$ cat src/rtl/color_queue.sv
// Colour queue: samples the upstream colour generator on a fixed cadence, filters out
// illegal and repeated codes, and buffers accepted colours for the game logic.
module color_queue #(
    parameter int DEPTH           = 4,
    parameter int NUM_COLORS      = 6,
    parameter int SAMPLE_INTERVAL = 4,
    parameter int NO_REPEAT       = 1
) (
    input  logic       clk,
    input  logic       reset,
    input  logic [2:0] rand_in,
    input  logic       flush,
    input  logic       pop,
    output logic       head_valid,
    output logic [2:0] head_color,
    output logic       next_valid,
    output logic [2:0] next_color,
    output logic       full,
    output logic [4:0] count,
    output logic [7:0] reject_cnt
);

    localparam int PW = (DEPTH > 1) ? $clog2(DEPTH) : 1;
    localparam int TW = (SAMPLE_INTERVAL > 1) ? $clog2(SAMPLE_INTERVAL) : 1;

    localparam logic [PW-1:0] PTR_LAST = PW'(DEPTH - 1);
    localparam logic [TW-1:0] TMR_LAST = TW'(SAMPLE_INTERVAL - 1);
    localparam logic [4:0]    CNT_FULL = 5'(DEPTH);
    localparam logic [3:0]    NC       = 4'(NUM_COLORS);

    typedef enum logic [1:0] {
        CLS_IDLE,
        CLS_REJECT,
        CLS_DROP,
        CLS_ACCEPT
    } sample_cls_e;

    logic [TW-1:0] tmr_q, tmr_d;
    logic [PW-1:0] wr_ptr_q, wr_ptr_d;
    logic [PW-1:0] rd_ptr_q, rd_ptr_d;
    logic [4:0]    count_q, count_d;
    logic          last_valid_q, last_valid_d;
    logic [2:0]    last_code_q, last_code_d;
    logic [7:0]    reject_q, reject_d;
    logic [2:0]    mem_q [DEPTH];

    sample_cls_e cls;
    logic        strobe;
    logic        pop_eff;
    logic        push;
    logic        wr_en;

    // Explicit wrap so non-power-of-two depths work.
    function automatic logic [PW-1:0] ptr_inc(input logic [PW-1:0] p);
        return (p == PTR_LAST) ? '0 : p + 1'b1;
    endfunction

    assign head_valid = (count_q != 5'd0);
    assign next_valid = (count_q >= 5'd2);
    assign full       = (count_q == CNT_FULL);
    assign count      = count_q;
    assign reject_cnt = reject_q;
    assign head_color = head_valid ? mem_q[rd_ptr_q] : 3'd0;
    assign next_color = next_valid ? mem_q[ptr_inc(rd_ptr_q)] : 3'd0;

    assign strobe  = (tmr_q == TMR_LAST);
    assign pop_eff = pop && head_valid;

    // Classification order matters: illegal, then repeat, then full-queue drop.
    always_comb begin
        // NOTE: every combinational output gets a default first so no path infers a latch.
        cls = CLS_IDLE;
        if (strobe) begin
            if ({1'b0, rand_in} >= NC) begin
                cls = CLS_REJECT;
            end else if ((NO_REPEAT != 0) && last_valid_q && (rand_in == last_code_q)) begin
                cls = CLS_REJECT;
            end else if (full && !pop_eff) begin
                cls = CLS_DROP;
            end else begin
                cls = CLS_ACCEPT;
            end
        end
    end

    assign push = (cls == CLS_ACCEPT);

    always_comb begin
        tmr_d        = strobe ? '0 : tmr_q + TW'(1);
        wr_ptr_d     = push ? ptr_inc(wr_ptr_q) : wr_ptr_q;
        rd_ptr_d     = pop_eff ? ptr_inc(rd_ptr_q) : rd_ptr_q;
        count_d      = count_q + {4'd0, push} - {4'd0, pop_eff};
        last_valid_d = push ? 1'b1 : last_valid_q;
        last_code_d  = push ? rand_in : last_code_q;
        reject_d     = reject_q;
        wr_en        = push;
        if ((cls == CLS_REJECT) && (reject_q != 8'hFF)) begin
            reject_d = reject_q + 8'd1;
        end
        // A new game discards everything in flight but keeps the reject statistic.
        if (flush) begin
            tmr_d        = '0;
            wr_ptr_d     = '0;
            rd_ptr_d     = '0;
            count_d      = 5'd0;
            last_valid_d = 1'b0;
            last_code_d  = last_code_q;
            reject_d     = reject_q;
            wr_en        = 1'b0;
        end
    end

    // NOTE: sequential state uses non-blocking assignments so all registers update together.
    always_ff @(posedge clk or posedge reset) begin
        if (reset) begin
            tmr_q        <= '0;
            wr_ptr_q     <= '0;
            rd_ptr_q     <= '0;
            count_q      <= 5'd0;
            last_valid_q <= 1'b0;
            last_code_q  <= 3'd0;
            reject_q     <= 8'd0;
        end else begin
            tmr_q        <= tmr_d;
            wr_ptr_q     <= wr_ptr_d;
            rd_ptr_q     <= rd_ptr_d;
            count_q      <= count_d;
            last_valid_q <= last_valid_d;
            last_code_q  <= last_code_d;
            reject_q     <= reject_d;
        end
    end

    // NOTE: storage is not reset; count gating keeps stale entries off the outputs.
    always_ff @(posedge clk) begin
        if (wr_en) begin
            mem_q[wr_ptr_q] <= rand_in;
        end
    end

endmodule

$ cat config.mk
export PLATFORM = sky130hd
export DESIGN_NAME = color_queue
export DESIGN_NICKNAME = d
export VERILOG_FILES = /design/src/rtl/color_queue.sv
export SDC_FILE = /design/constraint.sdc
export NUM_CORES = 1
export LEC_CHECK = 0
export CORE_MARGIN = 2
export CORE_UTILIZATION = 58
export CTS_CLUSTER_SIZE = 40
export DETAILED_ROUTE_END_ITERATION = 16
export PLACE_DENSITY = 0.92
export SKIP_LAST_GASP = 1
export SYNTH_ARGS = -nofsm -noshare
export SYNTH_HDL_FRONTEND = slang
export SYNTH_SLANG_ARGS = --single-unit
$ cat constraint.sdc
create_clock -name clk -period 7.5 [get_ports clk]
set_input_delay 1.5 -clock clk [delete_from_list [all_inputs] [get_ports clk]]
set_output_delay 1.5 -clock clk [all_outputs]
set_load 0.01 [all_outputs]
==> flow_summary.json <==
{
  "status": "complete, no violations",
  "synth-seq-area-share": 0.4777,
  "ioPinCount": 29,
  "fin_setup_tns_ns": 0,
  "synth_area_leaders": "dfrtp_1, edfxtp_1, ha_1",
  "p_leak_nw": 1.004,
  "port-buffer-count": 28,
  "area_delta_synth_final_pct": 19.28,
  "rows": 21,
  "globalRouteOverflowTotal": 0,
  "cap_viol_max_count": 0,
  "drt_iter0_drc": 63,
  "final_cells": 237,
  "drc": 0,
  "timing.rr.start": "count[3]",
  "critPathKind": "primary input to flop",
  "critPathMaxFanout": 8,
  "die_h_um": 62.12,
  "tritoncts.num_buffers": 5,
  "finalCritPeriodShare": 0.5452,
  "timing_max_transition_violations_final": 0,
  "synth_top_area_frac": 0.2937,
  "max_freq_mhz": 244.6,
  "fin_hold_ws_ns": 0.4512,
  "cp_cell_sequence": "clkdlybuf4s50_1, and2b_1, o21bai_4, a311oi_2, inv_1, ha_1, inv_1, ha_1, inv_1, fa_1, nor2_1, nor2_1, nor2_1, or3_1, a21oi_1",
  "grt_max_degree": 24,
  "finalHoldViolations": 0,
  "rsz0062_at_grt": "no",
  "crit_end": "count[4]",
  "nets": 214,
  "cts-root-buf": "clkbuf_4",
  "cts_resized": 0,
  "n_antenna_cell": 0,
  "min_path_cells": 1,
  "dp.cells": 229,
  "ant_nets": 0,
  "clk_latency_ns": 0.34,
  "critPathArrivalTime_ns": 4.31,
  "synth_top_flop_cell": "dfrtp_1",
  "slew_headroom": 0.4122,
  "netlist_instances": 157,
  "mostFrequentLayoutCells": "clkdlybuf4s50_1, dfrtp_1, nor2_1, inv_1, ha_1",
  "drtPass1Iterations": 4,
  "ys_types": 38,
  "post_route_cells_drive_above_1_share": 0.1571,
  "gp_congestion": 0.7502,
  "synth_fp_nets": 181,
  "tritoncts": "yes",
  "die_w_um": 62.12,
  "ff2ff_path_depth": 16,
  "slowest_stage": "clkdlybuf4s50_1",
  "critPathCaptureType": "flop",
  "syn-cell-area_mm2": 0.001959,
  "period_needed_ns": 4.089,
  "critPathLaunchType": "primary input",
  "post_drt_wl_per_cell_um": 14.32,
  "initial_utilization": 0.5966,
  "cts_buffer_depth": 2,
  "slowest_delay_ns": 0.60,
  "path_delay_family": "adder cells",
  "top_usage_layer": "met2",
  "finClkSkew_ns": 0.01634,
  "startpoint": "rand_in[2]",
  "power.density_mw_per_mm2": 300.7,
  "post_cts.repair.setup_buffers": 0,
  "clk_pin_slew_ns": 0.11,
  "via_per_inst": 5.291,
  "tightest_slew_ns": 0.8808,
  "htree_levels": 2,
  "async_flop_share": 0.6571,
  "vdd_drop_max_mv": 0.1562,
  "wirelength_um": 3393,
  "core_area_mm2": 0.003284,
  "hpwlAfterDp_um": 2666,
  "vias": 1254,
  "final_common_cell": "clkdlybuf4s50_1",
  "grt_pass1_vias": 1372,
  "setup_viol": 0,
  "yosysTopAreaCell": "dfrtp_1",
  "cts.sinks": 35,
  "dieArea_mm2": 0.003859,
  "antenna_found_initial": 0,
  "use_met3": 0.04891,
  "path_buf_inv": 4,
  "use_met2": 0.3641,
  "hold_buffers": 0,
  "ys_ff_latch": 35,
  "synth_edf_count": 12,
  "grtUsageTotal": 0.1994,
  "r2r-end": "count[4]",
  "globalRouteMet1Util": 0.2252,
  "required_ns": 7.72,
  "grt_pass1_wl_um": 6030,
  "hp-class": "flop to flop",
  "avgSynthCellArea_um2": 12.48,
  "ys.warnings.count": 0,
  "rrSetupSlack_ns": 4.45,
  "crit_cells": 15
}
[cell usage after synthesis, drive strengths merged, types with 5 or more instances]
library cell and count:
and2 7, dfrtp 23, edfxtp 12, ha 16
inv 16, mux4 6, nand2 5, nor2 17
nor2b 5, xnor2 5, xor2 7
[logic make-up (layout without fill, tap and decap cells)]
kind of cell	count (synthesis)	count (layout)	share of synthesized area
muxes	11	11	0.09706
AOI/OAI and AO/OA	12	12	0.05875
DFF	35	35	0.4777
xor gates and xnor gates	12	12	0.05364
buffers and inverters	18	52	0.03512
and+or+nand+nor	52	52	0.1654
adders and majority gates	17	17	0.1124
[worst register-to-register path, cell delays in order, from the launching register on]
cell and delay (ns):
dfrtp_1 0.36, inv_1 0.09, ha_1 0.22, nor4b_2 0.17
a21boi_2 0.20, a311oi_2 0.41, inv_1 0.08, ha_1 0.28
inv_1 0.06, ha_1 0.16, inv_1 0.06, fa_1 0.40
nor2_1 0.12, nor2_1 0.05, nor2_1 0.11, or3_1 0.12
a21oi_1 0.06
[how the worst min path moves through the flow]
| stage | end | startpoint | slack (ns) |
|---|---|---|---|
| finish | tmr_q[0] | tmr_q[0] | 0.45 |
| global route | tmr_q[0] | tmr_q[0] | 0.48 |
| CTS | tmr_q[0] | tmr_q[0] | 0.46 |
| detailed placement | tmr_q[0] | tmr_q[0] | 0.45 |
| global placement | tmr_q[0] | tmr_q[0] | 0.43 |
| floorplan | tmr_q[0] | tmr_q[0] | 0.41 |
[power breakdown]
group | leakage (nW) | internal (mW) | total [mW] | switching [mW]
clock | 0.0273 | 0.0347 | 0.0950 | 0.0602
combinational | 0.561 | 0.193 | 0.347 | 0.153
sequential | 0.415 | 0.226 | 0.261 | 0.0355
[final cells by class]
class / instances / area [µm²]
clock buffer: 6 / 41.29
clock inverter: 2 / 7.507
fill: 234 / 947.2
inverter: 16 / 60.06
multi-input combinational: 104 / 954.7
sequential: 35 / 935.9
tap: 46 / 57.56
timing repair buffer: 28 / 280.3
[layer usage]
| metal | wire length, µm | vias to the layer above |
|---|---|---|
| met2 | 1842 | 37 |
| met1 | 1352 | 601 |
| met5 | 0 | - |
| li1 | - | 607 |
| met4 | 66 | 0 |
| met3 | 131 | 9 |
[per-stage QoR]
| stage | setup WS (ns) | total power [mW] | area [µm²] | util |
|---|---|---|---|---|
| floorplan | 3.834 | 0.4832 | 1959 | - |
| global placement | 3.174 | 0.6022 | 2288 | 0.6968 |
| detailed placement | 3.035 | 0.6153 | 2288 | 0.6968 |
| CTS | 3.400 | 0.7105 | 2337 | 0.7116 |
| global route | 3.211 | 0.7602 | 2337 | 0.7116 |
| finish | 3.411 | 0.7028 | 2337 | 0.7116 |
[sequential cells by signal (all words and copies together), names as in the netlist]
name and cells:
mem_q 12, reject_cnt 8, count 5, last_code_q 3, rd_ptr_q 2, tmr_q 2, wr_ptr_q 2, last_valid_q 1
Power figures use the tool's default switching activity.
